--- src/rtl/status_pkg.sv ---
// Shared register map and CTRL bit positions for the status register file
// and its per-channel ADC slices.
package status_pkg;

  localparam logic [7:0] ADDR_ID      = 8'h00;
  localparam logic [7:0] ADDR_VERSION = 8'h01;
  localparam logic [7:0] ADDR_CTRL    = 8'h02;
  localparam logic [7:0] ADDR_NEW     = 8'h03;
  localparam logic [7:0] ADDR_OVR     = 8'h04;
  localparam logic [7:0] SCRATCH_BASE = 8'h08;
  localparam logic [7:0] CH_BASE      = 8'h10;
  localparam int         CH_STRIDE    = 4;

  localparam int CTRL_CAP_EN  = 0;
  localparam int CTRL_CLR_MAX = 1;

  // Register offsets inside one channel window.
  typedef enum logic [1:0] {
    CH_SAMPLE_L = 2'd0,
    CH_SAMPLE_H = 2'd1,
    CH_MAX_L    = 2'd2,
    CH_MAX_H    = 2'd3
  } ch_reg_e;

endpackage

--- src/rtl/status_adc_chan.sv ---
// One ADC channel: live sample, read snapshot, running maximum with its own
// snapshot, and the sticky NEW/OVR flags.
module status_adc_chan #(
  parameter int ADC_W = 16
) (
  input  logic             clk,
  input  logic             rstn,
  input  logic             i_cap,
  input  logic [ADC_W-1:0] i_value,
  input  logic             i_snap_sample,
  input  logic             i_snap_max,
  input  logic             i_clr_max,
  input  logic             i_ovr_clr,
  output logic [15:0]      o_sample,
  output logic [15:0]      o_snap,
  output logic [15:0]      o_max,
  output logic [15:0]      o_max_snap,
  output logic             o_new,
  output logic             o_ovr
);

  logic [ADC_W-1:0] r_sample;
  logic [ADC_W-1:0] r_snap;
  logic [ADC_W-1:0] r_max;
  logic [ADC_W-1:0] r_max_snap;
  logic             r_new;
  logic             r_ovr;
  logic [ADC_W-1:0] w_max_base;
  logic [ADC_W-1:0] w_max_next;

  // A clear on the same edge as a capture leaves the new value as the maximum.
  always_comb begin
    w_max_base = i_clr_max ? '0 : r_max;
    w_max_next = w_max_base;
    if (i_cap && (i_value > w_max_base)) w_max_next = i_value;
  end

  always_ff @(posedge clk or negedge rstn) begin
    if (!rstn) begin
      r_sample   <= '0;
      r_snap     <= '0;
      r_max      <= '0;
      r_max_snap <= '0;
      r_new      <= 1'b0;
      r_ovr      <= 1'b0;
    end else begin
      if (i_snap_sample) r_snap <= r_sample;
      if (i_snap_max) r_max_snap <= r_max;
      if (i_cap) r_sample <= i_value;
      r_max <= w_max_next;
      if (i_cap) r_new <= 1'b1;
      else if (i_snap_sample) r_new <= 1'b0;
      if (i_cap && r_new) r_ovr <= 1'b1;
      else if (i_ovr_clr) r_ovr <= 1'b0;
    end
  end

  assign o_sample   = 16'(r_sample);
  assign o_snap     = 16'(r_snap);
  assign o_max      = 16'(r_max);
  assign o_max_snap = 16'(r_max_snap);
  assign o_new      = r_new;
  assign o_ovr      = r_ovr;

endmodule

--- src/rtl/status_regfile.sv ---
// Byte-addressed status/control register file on the serial command path:
// address decode, CTRL/scratch storage and the one-byte response mux.
module status_regfile
  import status_pkg::*;
#(
  parameter int         NUM_CH      = 4,
  parameter int         ADC_W       = 16,
  parameter int         NUM_SCRATCH = 4,
  parameter logic [7:0] ID_VALUE    = 8'h55,
  parameter logic [7:0] VERSION     = 8'h02
) (
  input  logic                    clk,
  input  logic                    rstn,
  input  logic [7:0]              address,
  input  logic                    address_valid,
  input  logic [7:0]              rx_data,
  input  logic                    rx_valid,
  input  logic [NUM_CH*ADC_W-1:0] adc_data_value,
  input  logic [NUM_CH-1:0]       adc_data_valid,
  output logic [7:0]              tx_data,
  output logic                    tx_valid
);

  localparam int SCR_N = (NUM_SCRATCH > 0) ? NUM_SCRATCH : 1;

  // Strobe semantics: address_valid marks a one-cycle access (rx_valid=1 write,
  // 0 read); every strobe yields exactly one tx_valid pulse on the next cycle,
  // carrying the register value as it was before that edge.
  logic             r_cap_en;
  logic [7:0]       r_scratch [SCR_N];
  logic [7:0]       r_tx_data;
  logic             r_tx_valid;

  logic             w_wr;
  logic             w_rd;
  logic [2:0]       w_scr_idx;
  logic             w_scr_hit;
  logic [5:0]       w_ch_idx;
  ch_reg_e          w_ch_off;
  logic             w_ch_hit;
  logic             w_clr_max;
  logic [7:0]       w_rdata;
  logic [NUM_CH-1:0] w_new;
  logic [NUM_CH-1:0] w_ovr;
  logic [15:0]      w_sample   [NUM_CH];
  logic [15:0]      w_snap     [NUM_CH];
  logic [15:0]      w_max      [NUM_CH];
  logic [15:0]      w_max_snap [NUM_CH];

  assign w_wr      = address_valid & rx_valid;
  assign w_rd      = address_valid & ~rx_valid;
  assign w_scr_idx = address[2:0];
  assign w_scr_hit = (address[7:3] == SCRATCH_BASE[7:3]) &&
                     ({1'b0, w_scr_idx} < 4'(NUM_SCRATCH));
  // Channel windows are CH_STRIDE (4) bytes, so the index is the word address.
  assign w_ch_idx  = address[7:2] - CH_BASE[7:2];
  assign w_ch_off  = ch_reg_e'(address[1:0]);
  assign w_ch_hit  = (address >= CH_BASE) && (w_ch_idx < 6'(NUM_CH));
  assign w_clr_max = w_wr && (address == ADDR_CTRL) && rx_data[CTRL_CLR_MAX];

  for (genvar c = 0; c < NUM_CH; c++) begin : g_ch
    logic w_sel;
    assign w_sel = w_ch_hit && (w_ch_idx == 6'(c));

    status_adc_chan #(.ADC_W(ADC_W)) u_chan (
      .clk           (clk),
      .rstn          (rstn),
      .i_cap         (adc_data_valid[c] & r_cap_en),
      .i_value       (adc_data_value[c*ADC_W +: ADC_W]),
      .i_snap_sample (w_rd && w_sel && (w_ch_off == CH_SAMPLE_L)),
      .i_snap_max    (w_rd && w_sel && (w_ch_off == CH_MAX_L)),
      .i_clr_max     (w_clr_max),
      .i_ovr_clr     (w_wr && (address == ADDR_OVR) && rx_data[c]),
      .o_sample      (w_sample[c]),
      .o_snap        (w_snap[c]),
      .o_max         (w_max[c]),
      .o_max_snap    (w_max_snap[c]),
      .o_new         (w_new[c]),
      .o_ovr         (w_ovr[c])
    );
  end

  always_comb begin
    w_rdata = 8'h00;
    case (address)
      ADDR_ID:      w_rdata = ID_VALUE;
      ADDR_VERSION: w_rdata = VERSION;
      ADDR_CTRL:    w_rdata = {7'b0, r_cap_en};
      ADDR_NEW:     w_rdata = 8'(w_new);
      ADDR_OVR:     w_rdata = 8'(w_ovr);
      default:      w_rdata = 8'h00;
    endcase
    for (int i = 0; i < NUM_SCRATCH; i++) begin
      if (w_scr_hit && (w_scr_idx == 3'(i))) w_rdata = r_scratch[i];
    end
    for (int c = 0; c < NUM_CH; c++) begin
      if (w_ch_hit && (w_ch_idx == 6'(c))) begin
        case (w_ch_off)
          CH_SAMPLE_L: w_rdata = w_sample[c][7:0];
          CH_SAMPLE_H: w_rdata = w_snap[c][15:8];
          CH_MAX_L:    w_rdata = w_max[c][7:0];
          CH_MAX_H:    w_rdata = w_max_snap[c][15:8];
          default:     w_rdata = 8'h00;
        endcase
      end
    end
  end

  always_ff @(posedge clk or negedge rstn) begin
    if (!rstn) begin
      r_tx_valid <= 1'b0;
      r_tx_data  <= 8'h00;
      r_cap_en   <= 1'b1;
      for (int i = 0; i < SCR_N; i++) r_scratch[i] <= 8'h00;
    end else begin
      r_tx_valid <= address_valid;
      r_tx_data  <= address_valid ? w_rdata : 8'h00;
      if (w_wr && (address == ADDR_CTRL)) r_cap_en <= rx_data[CTRL_CAP_EN];
      for (int i = 0; i < NUM_SCRATCH; i++) begin
        if (w_wr && w_scr_hit && (w_scr_idx == 3'(i))) r_scratch[i] <= rx_data;
      end
    end
  end

  assign tx_data  = r_tx_data;
  assign tx_valid = r_tx_valid;

endmodule

--- config.mk ---
export PLATFORM = sky130hd
export DESIGN_NAME = status_regfile
export DESIGN_NICKNAME = d
export VERILOG_FILES = /design/src/rtl/status_pkg.sv /design/src/rtl/status_adc_chan.sv /design/src/rtl/status_regfile.sv
export SDC_FILE = /design/constraint.sdc
export NUM_CORES = 1
export LEC_CHECK = 0
export CAP_MARGIN = 30
export CORE_MARGIN = 4
export CORE_UTILIZATION = 25
export CTS_CLUSTER_SIZE = 30
export DETAILED_ROUTE_END_ITERATION = 6
export SLEW_MARGIN = 10
export SYNTH_ARGS = -nofsm -noshare
export SYNTH_HDL_FRONTEND = slang
export SYNTH_SLANG_ARGS = --single-unit
--- constraint.sdc ---
create_clock -name clk -period 4.9 [get_ports clk]
set_clock_uncertainty 0.15 [all_clocks]
set_input_delay 0.49 -clock clk [delete_from_list [all_inputs] [get_ports clk]]
set_output_delay 0.49 -clock clk [all_outputs]
set_load 0.02 [all_outputs]
==> flow_summary.toml <==
[run]
cap_viol_max_count = 0

[routing]
drc = 0
wirelength_mm = 33.3
ant_nets = 0
vias = 8668
initialDrtViolationCount = 601
via_per_inst = 4.80
wl_per_cell_um = 18.5
dr.pass1.iters = 5

[sta]
fin_crit_ns = 4.15
hold_violations = 0
worst_pin_slew_ns = 0.909
min_period_over_period = 0.847
max_clock_freq_mhz = 241
tns_ns = 0
setup-violations-final = 0
finalMaxSlewViolations = 0
slew-limit-headroom = 0.394
rsz0062_at_grt = "no"
hold_slack_ns = 0.323

[clocking]
post_cts_buffers = 0
clk_pin_slew_worst_paths_ns = 0.06
ctsResizeCount = 0
clock_latency_ns = 0.54
cts_hold_buf = 1
cts_buffer_depth = 3
cts_inserted_buffers = 26
cts_max_level = 1
cts_sinks = 242
cts_tree = "done"
clockRootBuffer = "clkbuf_16"

[final_layout]
final_util = 0.308
nFillCells = 4889
final_cell_count_no_fill = 1805
finalNetCount = 1324
fin_area_mm2 = 0.0148
layout-drive-gt1-share = 0.194
antennaDiodeCount = 0
syn_to_final_growth_pct = 21.6

[die]
fp.dieW_um = 228
pin_count = 97
die_y_um = 228
start_util = 0.254
rows = 80
core_area_mm2 = 0.0478
die-area_mm2 = 0.0522

[yosys]
synth_top_family_by_area = "multiplexers"
synth_fp_nets = 1220
yosys.area.top_type = "dfrtp_1"
synth.distinct_cells = 56
synthAdderAreaFrac = 0.0660
yosys.area.top_type_share = 0.497
synth_edf_count = 0
synthSimpleGateAreaFrac = 0.111
synth-main-ff-cell = "dfrtp_1"
synth_compound_area_frac = 0.0881
synthXorXnorAreaFrac = 0
syn-instance-count = 1068
syn_area_mm2 = 0.0121
yosys_register_bits = 242
synthTopCellsByArea = "dfrtp_1 (50%), mux2_2 (11%), ha_1 (6.6%)"
yosysWarnings = 0
syn_avg_cell_area_um2 = 11.4
synth_mux_area_frac = 0.202
seq_area_frac_synth = 0.499
async_flop_share = 1.00

[placement]
routabilityCongestion = 0.891
dp_cells = 1758
port_buffers = 96
dpl-instance-area_mm2 = 0.0139
hpwlAfterDp_mm = 24.4

[critical_path]
cp_max_fo = 33
arrival_ns = 4.42
critPathLaunchType = "input pin"
critPathKind = "in2reg"
end_kind = "flop"
cp.required_ns = 5.18

[global_route]
grt-ovfl-total = 0
grt_max_degree = 132
grt_pass1_vias = 8983
antenna_found_initial = 0
grt_usage = 0.127
grt_first_pass_wirelength_mm = 52.9

[pwr]
p_per_area_mw_per_mm2 = 339
p_leak_nw = 6.75
irDropWorstVdd_uv = 361

[hold_path]
hold_path.class = "reg2reg"

[outcome]
status = "complete, no violations"
## worst max-delay path, stage by stage
cell             delay (ns)
clkdlybuf4s50_1        0.49
nor4_4                 0.42
nand2_1                0.17
nor4_1                 0.41
nand2_2                0.21
buf_4                  0.30
nand2_1                0.15
ha_1                   0.17
nand3_1                0.09
nor2_1                 0.15
o211a_1                0.16
o311a_1                0.78
mux2_2                 0.41
## cell usage in the layout (no fill, tap or decap), types with 2 or more instances in the layout
cell type        instances
clkbuf_1                 7
buf_4                   23
clkbuf_16               27
nand3b_1                 4
nor2b_1                  8
dfrtp_1                241
mux2i_1                 34
o21ai_0                107
a21oi_1                 25
a31oi_1                  4
nor3_2                   2
o211ai_1                 4
and2_1                   7
nand4_1                 11
a311oi_1                 2
a211o_1                  2
a311o_1                  2
and3_1                   2
mux2_2                 118
clkbuf_8                 4
a221oi_1                 2
nor4_1                   5
a22oi_1                  4
nand2_1                192
clkdlybuf4s50_1         93
ha_1                    64
nor3_1                   7
nor2_1                  17
nand2b_1                 7
nand3_1                 20
mux4_2                  35
a211oi_1                 9
inv_1                   56
a32o_1                   3
clkinv_2                 4
bufinv_16                3
a21o_1                   5
## flip-flops by register name (all words and copies together), names as in the netlist, 4 cells and up
name,count
g_ch.u_chan.o_sample,64
g_ch.u_chan.o_ovr,4
g_ch.u_chan.o_new,4
g_ch.u_chan.o_snap,32
g_ch.u_chan.o_max_snap,32
r_scratch,32
g_ch.u_chan.o_max,64
tx_data,8
## power breakdown
| group | internal (W) | switching (W) | total (W) |
|---|---|---|---|
| sequential | 0.00218 | 0.0000928 | 0.00227 |
| clock | 0.00122 | 0.000810 | 0.00203 |
| combinational | 0.000322 | 0.000373 | 0.000695 |
| total | 0.00372 | 0.00128 | 0.00500 |
## path summary, 6_finish.rpt
| path | cells after the start | endpoint | slack [ns] | startpoint |
|---|---|---|---|---|
| setup reg to reg | 5 | g_ch[2].u_chan.o_max[0]$_DFF_PN0_ | 2.23 | r_cap_en$_DFFE_PN1N_ |
| hold reg to reg | 2 | g_ch[0].u_chan.o_sample[13]$_DFFE_PN0P_ | 0.32 | g_ch[0].u_chan.o_sample[13]$_DFFE_PN0P_ |
| min in group asynchronous | 2 | g_ch[3].u_chan.o_sample[4]$_DFFE_PN0P_ | 0.41 | rstn |
| setup / recovery | 13 | g_ch[2].u_chan.o_max[0]$_DFF_PN0_ | 0.75 | address[6] |
| max in group asynchronous | 3 | g_ch[1].u_chan.o_snap[12]$_DFFE_PN0P_ | 2.99 | rstn |
| hold / removal | 2 | g_ch[0].u_chan.o_sample[13]$_DFFE_PN0P_ | 0.32 | g_ch[0].u_chan.o_sample[13]$_DFFE_PN0P_ |
## layer usage
layer | part of all wire | vias to the layer above | GRT usage
met2 | 0.44 | 255 | 0.192
li1 | - | 4019 | -
met3 | 0.060 | 37 | 0.0264
met5 | 0 | - | 0
met1 | 0.48 | 4357 | 0.188
met4 | 0.017 | 0 | 0.0235
## cells in the mapped netlist (all sizes together), types with 12 or more instances
cell type,instances
buf,15
mux4,35
nand4,12
ha,64
nand2,193
nor2,18
dfrtp,241
a21oi,25
o21ai,107
mux2i,34
mux2,118
inv,56
nand3,20
clkbuf,29
## through the flow
step / worst slack [ns] / power [W]
5_1_grt: 0.509 / 0.00524
3_5_place_dp: 0.288 / 0.00300
2_1_floorplan: 1.15 / 0.00270
4_1_cts: 0.839 / 0.00505
6_report: 0.752 / 0.00500
3_3_place_gp: 0.369 / 0.00298
## cell families (layout without fill, tap and decap cells)
group	after synthesis	in the layout
DFF	242	242
muxes	187	187
adders and majority gates	64	64
AOI/OAI and AO/OA	182	182
and+or+nand+nor	292	292
buffers and inverters	101	223
## final cells by class
class	instances	area [µm²]	share of cell area
Timing Repair Buffer	120	1150	0.0782
Inverter	57	214	0.0145
Sequential cell	242	6060	0.410
Clock buffer	38	757	0.0513
Clock inverter	8	119	0.00805
Multi-Input combinational cell	725	5690	0.385
Tap cell	615	769	0.0521
Power figures use the tool's default switching activity.
